## src/rtl/mux_arbiter_pkg.sv

```systemverilog
// Shared types and constants for the two-requester word arbiter.
package mips_arb_pkg;

   typedef enum logic [1:0] {
      IDLE,
      OWN0,
      OWN1
   } arb_state_t;

   localparam int   CNT_W    = 4;
   localparam logic SRC_REQ0 = 1'b0;
   localparam logic SRC_REQ1 = 1'b1;

   // Ownership state that follows an accepted beat from src.
   function automatic arb_state_t own_state(input logic src);
      return (src == SRC_REQ1) ? OWN1 : OWN0;
   endfunction

endpackage

```

## src/rtl/mux_arbiter_mux.sv

```systemverilog
// Existing 2:1 word mux: sel=0 passes in1, sel=1 passes in2.
module mux_arbiter_mux #(
   parameter int WIDTH = 32
) (
   input  logic             sel,
   input  logic [WIDTH-1:0] in1,
   input  logic [WIDTH-1:0] in2,
   output logic [WIDTH-1:0] out
);

   assign out = sel ? in2 : in1;

endmodule

```

## src/rtl/mux_arbiter.sv

```systemverilog
// Round-robin arbiter for two valid/ready requesters sharing one word datapath,
// with a one-entry registered output stage and a per-owner burst limit.
//
// state | meaning
// IDLE  | no current owner; grant goes to !last when both request
// OWN0  | requester 0 accepted the last beat and may keep streaming
// OWN1  | requester 1 accepted the last beat and may keep streaming
module mux_arbiter
   import mips_arb_pkg::*;
#(
   parameter int WIDTH     = 32,
   parameter int MAX_BURST = 4
) (
   input  logic             clk,
   input  logic             rst,
   input  logic             req0_valid,
   input  logic [WIDTH-1:0] req0_data,
   output logic             req0_ready,
   input  logic             req1_valid,
   input  logic [WIDTH-1:0] req1_data,
   output logic             req1_ready,
   output logic             sel,
   output logic             out_valid,
   output logic [WIDTH-1:0] out_data,
   output logic             out_src,
   input  logic             out_ready
);

   localparam logic [CNT_W-1:0] BURST_MAX = CNT_W'(MAX_BURST);

   arb_state_t       state_q;
   logic             last_q;
   logic             sel_q;
   logic [CNT_W-1:0] burst_cnt_q;
   logic             grant;
   logic             can_load;
   logic             accept;
   logic             under_limit;
   logic [CNT_W-1:0] cnt_inc;
   logic [WIDTH-1:0] mux_data;

   mux_arbiter_mux #(.WIDTH(WIDTH)) u_mux (
      .sel (grant),
      .in1 (req0_data),
      .in2 (req1_data),
      .out (mux_data)
   );

   assign under_limit = (burst_cnt_q < BURST_MAX);
   assign cnt_inc     = (burst_cnt_q >= BURST_MAX) ? BURST_MAX : burst_cnt_q + CNT_W'(1);
   assign can_load    = !out_valid || out_ready;
   assign req0_ready  = can_load && (grant == SRC_REQ0) && req0_valid && !rst;
   assign req1_ready  = can_load && (grant == SRC_REQ1) && req1_valid && !rst;
   assign accept      = req0_ready || req1_ready;
   assign sel         = grant;

   // Grant selection from registered ownership and the live valids.
   always_comb begin
      grant = sel_q;
      case (state_q)
         IDLE: begin
            if (req0_valid && req1_valid) grant = !last_q;
            else if (req0_valid)          grant = SRC_REQ0;
            else if (req1_valid)          grant = SRC_REQ1;
         end
         OWN0: begin
            if (req0_valid && (under_limit || !req1_valid)) grant = SRC_REQ0;
            else if (req1_valid)                            grant = SRC_REQ1;
            else                                            grant = SRC_REQ0;
         end
         OWN1: begin
            if (req1_valid && (under_limit || !req0_valid)) grant = SRC_REQ1;
            else if (req0_valid)                            grant = SRC_REQ0;
            else                                            grant = SRC_REQ1;
         end
         default: grant = sel_q;
      endcase
   end

   // Ownership, burst count and output register update.
   always_ff @(posedge clk) begin
      if (rst) begin
         state_q     <= IDLE;
         last_q      <= 1'b1;
         sel_q       <= 1'b0;
         burst_cnt_q <= '0;
         out_valid   <= 1'b0;
         out_data    <= '0;
         out_src     <= 1'b0;
      end else begin
         sel_q <= grant;
         if (accept) begin
            out_data    <= mux_data;
            out_src     <= grant;
            out_valid   <= 1'b1;
            last_q      <= grant;
            state_q     <= own_state(grant);
            burst_cnt_q <= (state_q == own_state(grant)) ? cnt_inc : CNT_W'(1);
         end else begin
            if (out_valid && out_ready) out_valid <= 1'b0;
            // An owner that drops valid gives up ownership; last is kept for fairness.
            if ((state_q == OWN0 && !req0_valid) || (state_q == OWN1 && !req1_valid)) begin
               state_q     <= IDLE;
               burst_cnt_q <= '0;
            end
         end
      end
   end

endmodule

```

## config.mk

```make
export PLATFORM = sky130hd
export DESIGN_NAME = mux_arbiter
export DESIGN_NICKNAME = d
export VERILOG_FILES = /design/src/rtl/mux_arbiter_pkg.sv /design/src/rtl/mux_arbiter_mux.sv /design/src/rtl/mux_arbiter.sv
export SDC_FILE = /design/constraint.sdc
export NUM_CORES = 1
export LEC_CHECK = 0
export ABC_AREA = 1
export CORE_AREA = 2 2 73 82
export DETAILED_ROUTE_END_ITERATION = 7
export DIE_AREA = 0 0 75 84
export PLACE_DENSITY = 0.88
export SYNTH_ARGS = -nofsm -noshare
export SYNTH_HDL_FRONTEND = slang
export SYNTH_SLANG_ARGS = --single-unit
```

## constraint.sdc

```tcl
create_clock -name clk -period 2.3 [get_ports clk]
set_clock_uncertainty 0.15 [all_clocks]
set_input_delay 0.46 -clock clk [delete_from_list [all_inputs] [get_ports clk]]
set_output_delay 0.46 -clock clk [all_outputs]
set_load 0.005 [all_outputs]
```

Word level (Yosys, flattened, before mapping) --
Cells that the tools add are included.
Storage, ports and cells: register bits after elaboration 42, bits of input ports 69, output and inout bits 37, word-level logic and storage cells 57
Operators by class: $add $sub $neg 1, order comparisons 2, equal/unequal tests 3, mux-type cells 18, bitwise gates (word level) 1, reduce and logical (&&, ||, !) cells 25
Operator list (number):
- 2-to-1 mux 32 bit | 1
- 2-to-1 mux 4 bit | 4
- logical AND 1 bit | 12
- 2-to-1 mux 1 bit | 9
- 2-to-1 mux 2 bit | 3
- logical NOT 1 bit | 5
- logical OR 1 bit | 5
- adder 4 x 1 -> 4 bit (second input constant) | 1
- greater-or-equal comparator 4 x 3 -> 1 bit (second input constant) | 1
- less-than comparator 4 x 3 -> 1 bit (second input constant) | 1
- nonzero test 2 bit | 2
- case mux 1 bit (3 select lines) | 1
- == test 2 x 1 -> 1 bit (second input constant) | 1
- == test 2 bit | 1
- == test 2 bit (second input constant) | 1
- logical NOT 2 bit | 1
- NOT 1 bit | 1

Logic depth before layout (Yosys ltp) --
depth in word-level cells 11, mapped depth 12, depth with buffers taken out 11

By module --
A second synthesis with hierarchy kept.
Second synthesis, totals: cell total of the unflattened synthesis 326, area, all modules 2218.4 sq um
Modules (own cells, without submodules):
- mux_arbiter | instances 1, cells each 222, area each 1726.7 sq um, seq. area each 840.8 sq um
- mux_arbiter_mux | instances 1, cells each 104, area each 491.7 sq um, seq. area each 0.0 sq um

Least setup slack after synthesis --
No wires, ideal clock.
path type input to output, start point input port req1_valid, end point output port req0_ready, arrival 1.221 ns, required time 1.690 ns, path slack 0.469 ns, stages on the path 8, path buffers 1, cell sequence nand2_1 > inv_1 > a21oi_2 > nand3_2 > nand2_4 > nand2_2 > buf_4 > inv_1
Between the ends: longest elaborated chain between the ends 9, elaborated cells between the ends (all ways) 16, classes of those cells mux (7); bitwise (1); reduce/logical (8)
Ends and longest elaborated chain:
- start: declaration | line mux_arbiter.sv:19 | input logic req1_valid,
- logical NOT 1 bit | line mux_arbiter.sv:67 | if (req0_valid && (under_limit || !req1_valid)) grant = SRC_REQ0;
- logical OR 1 bit | line mux_arbiter.sv:67
- logical AND 1 bit | line mux_arbiter.sv:67
- 2-to-1 mux 1 bit | line mux_arbiter.sv:67
- case mux 1 bit (3 select lines) * | line mux_arbiter.sv:60 | case (state_q)
- NOT 1 bit * | line mux_arbiter.sv:52 | assign req0_ready = can_load && (grant == SRC_REQ0) && req0_valid && !rst;
- logical AND 1 bit * (3 in series) | line mux_arbiter.sv:52
- end: declaration | line mux_arbiter.sv:18 | output logic req0_ready,
Mark *: on every way between the ends. The rest lies on a longest branch, timed or not.

Worst setup path in the final report --
start point register burst_cnt_q[3], end point output port req1_ready
Between the ends: longest elaborated chain between the ends 8, elaborated cells between the ends (all ways) 11, classes of those cells order compare (1); mux (3); reduce/logical (7)
Ends and longest elaborated chain:
- start: declaration | line mux_arbiter.sv:34 | logic [CNT_W-1:0] burst_cnt_q;
- start signal: assignment | line mux_arbiter.sv:98 | burst_cnt_q <= (state_q == own_state(grant)) ? cnt_inc : CNT_W'(1);
- less-than comparator 4 x 3 -> 1 bit * | line mux_arbiter.sv:49 | assign under_limit = (burst_cnt_q < BURST_MAX);
- logical OR 1 bit (on tied branches) | line mux_arbiter.sv:72, mux_arbiter.sv:67
- logical AND 1 bit (on tied branches) | line mux_arbiter.sv:72, mux_arbiter.sv:67
- 2-to-1 mux 1 bit (on tied branches) | line mux_arbiter.sv:72, mux_arbiter.sv:67
- case mux 1 bit (3 select lines) * | line mux_arbiter.sv:60
- logical AND 1 bit * (3 in series) | line mux_arbiter.sv:53 | assign req1_ready = can_load && (grant == SRC_REQ1) && req1_valid && !rst;
- end: declaration | line mux_arbiter.sv:21 | output logic req1_ready,
Marked as above.

==> impl_metrics.yaml <==
status:
  status: "finished clean"
cts:
  clock_latency_ns: 0.28
  tritoncts: "done"
  cts_hold_buffers: 0
  cts_buffer_depth: 2
  cts-root-buf: "clkbuf_8"
  cts_buffers: 5
  clk_pin_slew_ns: 0.08
  h-tree-depth: 2
  cts.sinks: 42
timing:
  min_period_ns: 2.19
  setup_slack_ns: 0.106
  fin_tns_setup_ns: 0
  relSlewSlack_pct: 71.6
  fmax_mhz: 456
  post-route-period-util_pct: 95.4
  maxSlewViolCount: 0
  finalHoldViolCount: 0
  setup_viol: 0
  worstMarginPinSlew_ns: 0.425
  holdWs_ns: 0.322
  rsz0062_at_grt: "no"
pwr:
  p_total_mw: 2.18
  seq_power_share_pct: 38.9
  p_per_area_nw_per_um2: 642
  p_int_mw: 1.53
  ir_drop_mv: 0.386
  p_comb_share_pct: 35.8
  leakagePower_nw: 1.47
  power.clock.fraction_pct: 25.3
  switching_power_mw: 0.651
  swShare_pct: 29.9
place:
  portBuffers: 105
  place_congestion: 0.810
  placed_cells: 502
  pre_cts_slack_ns: -0.408
  dp_hpwl_um: 4260
routing:
  drc: 0
  routed-via-count: 2437
  drtPass1Iterations: 4
  wl_per_cell_um: 11.5
  vias_per_cell: 4.75
  wl_um: 5900
  drtIter0Drc: 77
  postRouteAntennaNets: 0
setup_path:
  crit_fanout: 3
  startpoint: "burst_cnt_q[3]"
  r2r_cells: 12
  worstPathArrival_ns: 1.58
  cpMostUsedCell: "nand2_1"
  max_stage_delay_ns: 0.34
  r2r_start: "burst_cnt_q[3]"
  reg2reg_to: "out_data[8]"
  rrSetupSlack_ns: 0.20
  startpoint_type: "flip-flop"
  crit_end: "req1_ready"
  cp_cell_sequence: "nor2_4 -> nand2_1 -> nand2_1 -> nand2_1 -> nand3_2 -> buf_6 -> nand4_2 -> inv_1 -> clkdlybuf4s15_1"
  end_kind: "output port"
  slowest_stage: "dfxtp_2"
  critical_path_class: "flip-flop to output port"
  worstPathRequired_ns: 1.69
global_routing:
  grt_use_met3_pct: 5.68
  grt.total_usage_pct: 19.6
  grt_max_degree: 41
  grtUsageMet2_pct: 35.7
  grt_pass1_wl_um: 9720
  met1_usage_pct: 21.1
  grt-ovfl-total: 0
  first_global_vias: 2253
  top_usage_layer: "met2"
  antenna_found_initial: 0
final_layout:
  drive_above_1_share_pct: 7.80
  antenna_cells: 0
  fin_cells: 513
  nets: 505
  syn2layout_area_growth_pct: 59.8
die:
  die-area_um2: 6300
  boundaryPins: 106
  core-area_um2: 5550
  die_x_um: 75
  rows: 29
  die_h_um: 84
  initial_core_util_pct: 38.3
logic_synthesis:
  ys_seq_elements: 42
  postSynthAreaPerCell_um2: 6.46
  syn_area_um2: 2120
  yosysSeqAreaShare_pct: 39.6
  syn_nets: 399
  yosysWarnings: 0
  synth_cells: 329
  yosysUniqueCellTypes: 24
job:
  drv_cap: 0
min_path:
  hold_class: "flip-flop to flip-flop"
registers in the layout, indices dropped and copies added (netlist names):
signal	cells
state_q	2
out_valid	1
burst_cnt_q	4
sel_q	1
out_data	32
last_q	1
out_src	1
metrics by stage:
stage	area, um^2	utilization, %
after detailed placement	3250	58.6
after floorplan	2120	-
after CTS	3370	60.7
after global placement	3250	58.6
final	3390	61.1
after global routing	3390	61.1
critical path, delay by kind of cell (launching register included):
family,cells,cell delay [ns]
buffers and inverters,3,0.37
flip-flops,1,0.34
AND/OR/NAND/NOR,6,0.59
area by class of cell:
cell class	instances	area, um^2
fillers	520	2160
inverters	16	60.1
clock buffers	7	76.3
repair buffers	120	1180
clock inverters	1	30.0
multi-input cells	250	1100
flip-flops and latches	42	846
well taps	77	96.3
logic make-up after synthesis:
| kind of cell | count (synthesis) | share of synthesized area (%) |
|---|---|---|
| flip-flops | 42 | 39.6 |
| buffers and inverters | 37 | 8.54 |
| AND/OR/NAND/NOR | 207 | 41.1 |
| AO/OA/AOI/OAI | 42 | 10.2 |
| adder cells (fa/ha/maj) | 1 | 0.589 |
layer usage:
metal | part of all wire (%) | wire length [um]
met3 | 5.4 | 321
met4 | 1.2 | 72
met5 | 0 | 0
met2 | 53 | 3150
met1 | 40 | 2350
synthesized netlist by cell type (all sizes together):
library cell | count | area [um^2]
nor3 | 1 | 5.00
nand4 | 5 | 37.5
nor2 | 13 | 56.3
o21ai | 3 | 15.0
o31ai | 1 | 7.51
a21oi | 38 | 194
inv | 16 | 60.1
buf | 17 | 106
ha | 1 | 12.5
nand3 | 35 | 180
dfxtp | 42 | 841
clkbuf | 4 | 15.0
nand2 | 152 | 588
or2 | 1 | 6.26
how the worst min path moves through the flow:
stage	startpoint	to	slack (ns)	depth (start not counted)
6_report	last_q	last_q	0.32	2
2_1_floorplan	last_q	last_q	0.28	2
3_3_place_gp	last_q	last_q	0.31	2
3_5_place_dp	last_q	last_q	0.31	2
4_1_cts	out_src	out_src	0.33	2
5_1_grt	out_data[0]	out_data[0]	0.35	2
what timing repair did:
| action | in CTS | in global routing |
|---|---|---|
| gates resized for setup | 8 | 7 |
| buffers inserted | 2 | 1 |
| setup endpoints to repair | 28 | 27 |
| pin swaps | 4 | 3 |
| gates cloned | 0 | 0 |
power groups by stage:
| stage | sequential (mW) | clock, mW | combinational (mW) |
|---|---|---|---|
| floorplan | 0.865 | 0 | 0.411 |
| global placement | 0.862 | 0 | 0.761 |
| detailed placement | 0.864 | 0 | 0.775 |
| CTS | 0.848 | 0.576 | 0.785 |
| global route | 0.857 | 0.606 | 0.874 |
| finish | 0.848 | 0.552 | 0.780 |
cell usage in the layout (no fill, tap or decap), types with 3 or more instances in the layout:
| cell type | instances |
|---|---|
| buf_4 | 12 |
| nand3_1 | 34 |
| inv_1 | 15 |
| a21oi_1 | 37 |
| clkdlybuf4s15_1 | 3 |
| nand2_1 | 148 |
| dfxtp_1 | 38 |
| clkdlybuf4s50_1 | 100 |
| clkbuf_8 | 5 |
| dfxtp_2 | 4 |
| nor2_1 | 12 |
| nand4_1 | 4 |
(Power assumes the default switching activity.)
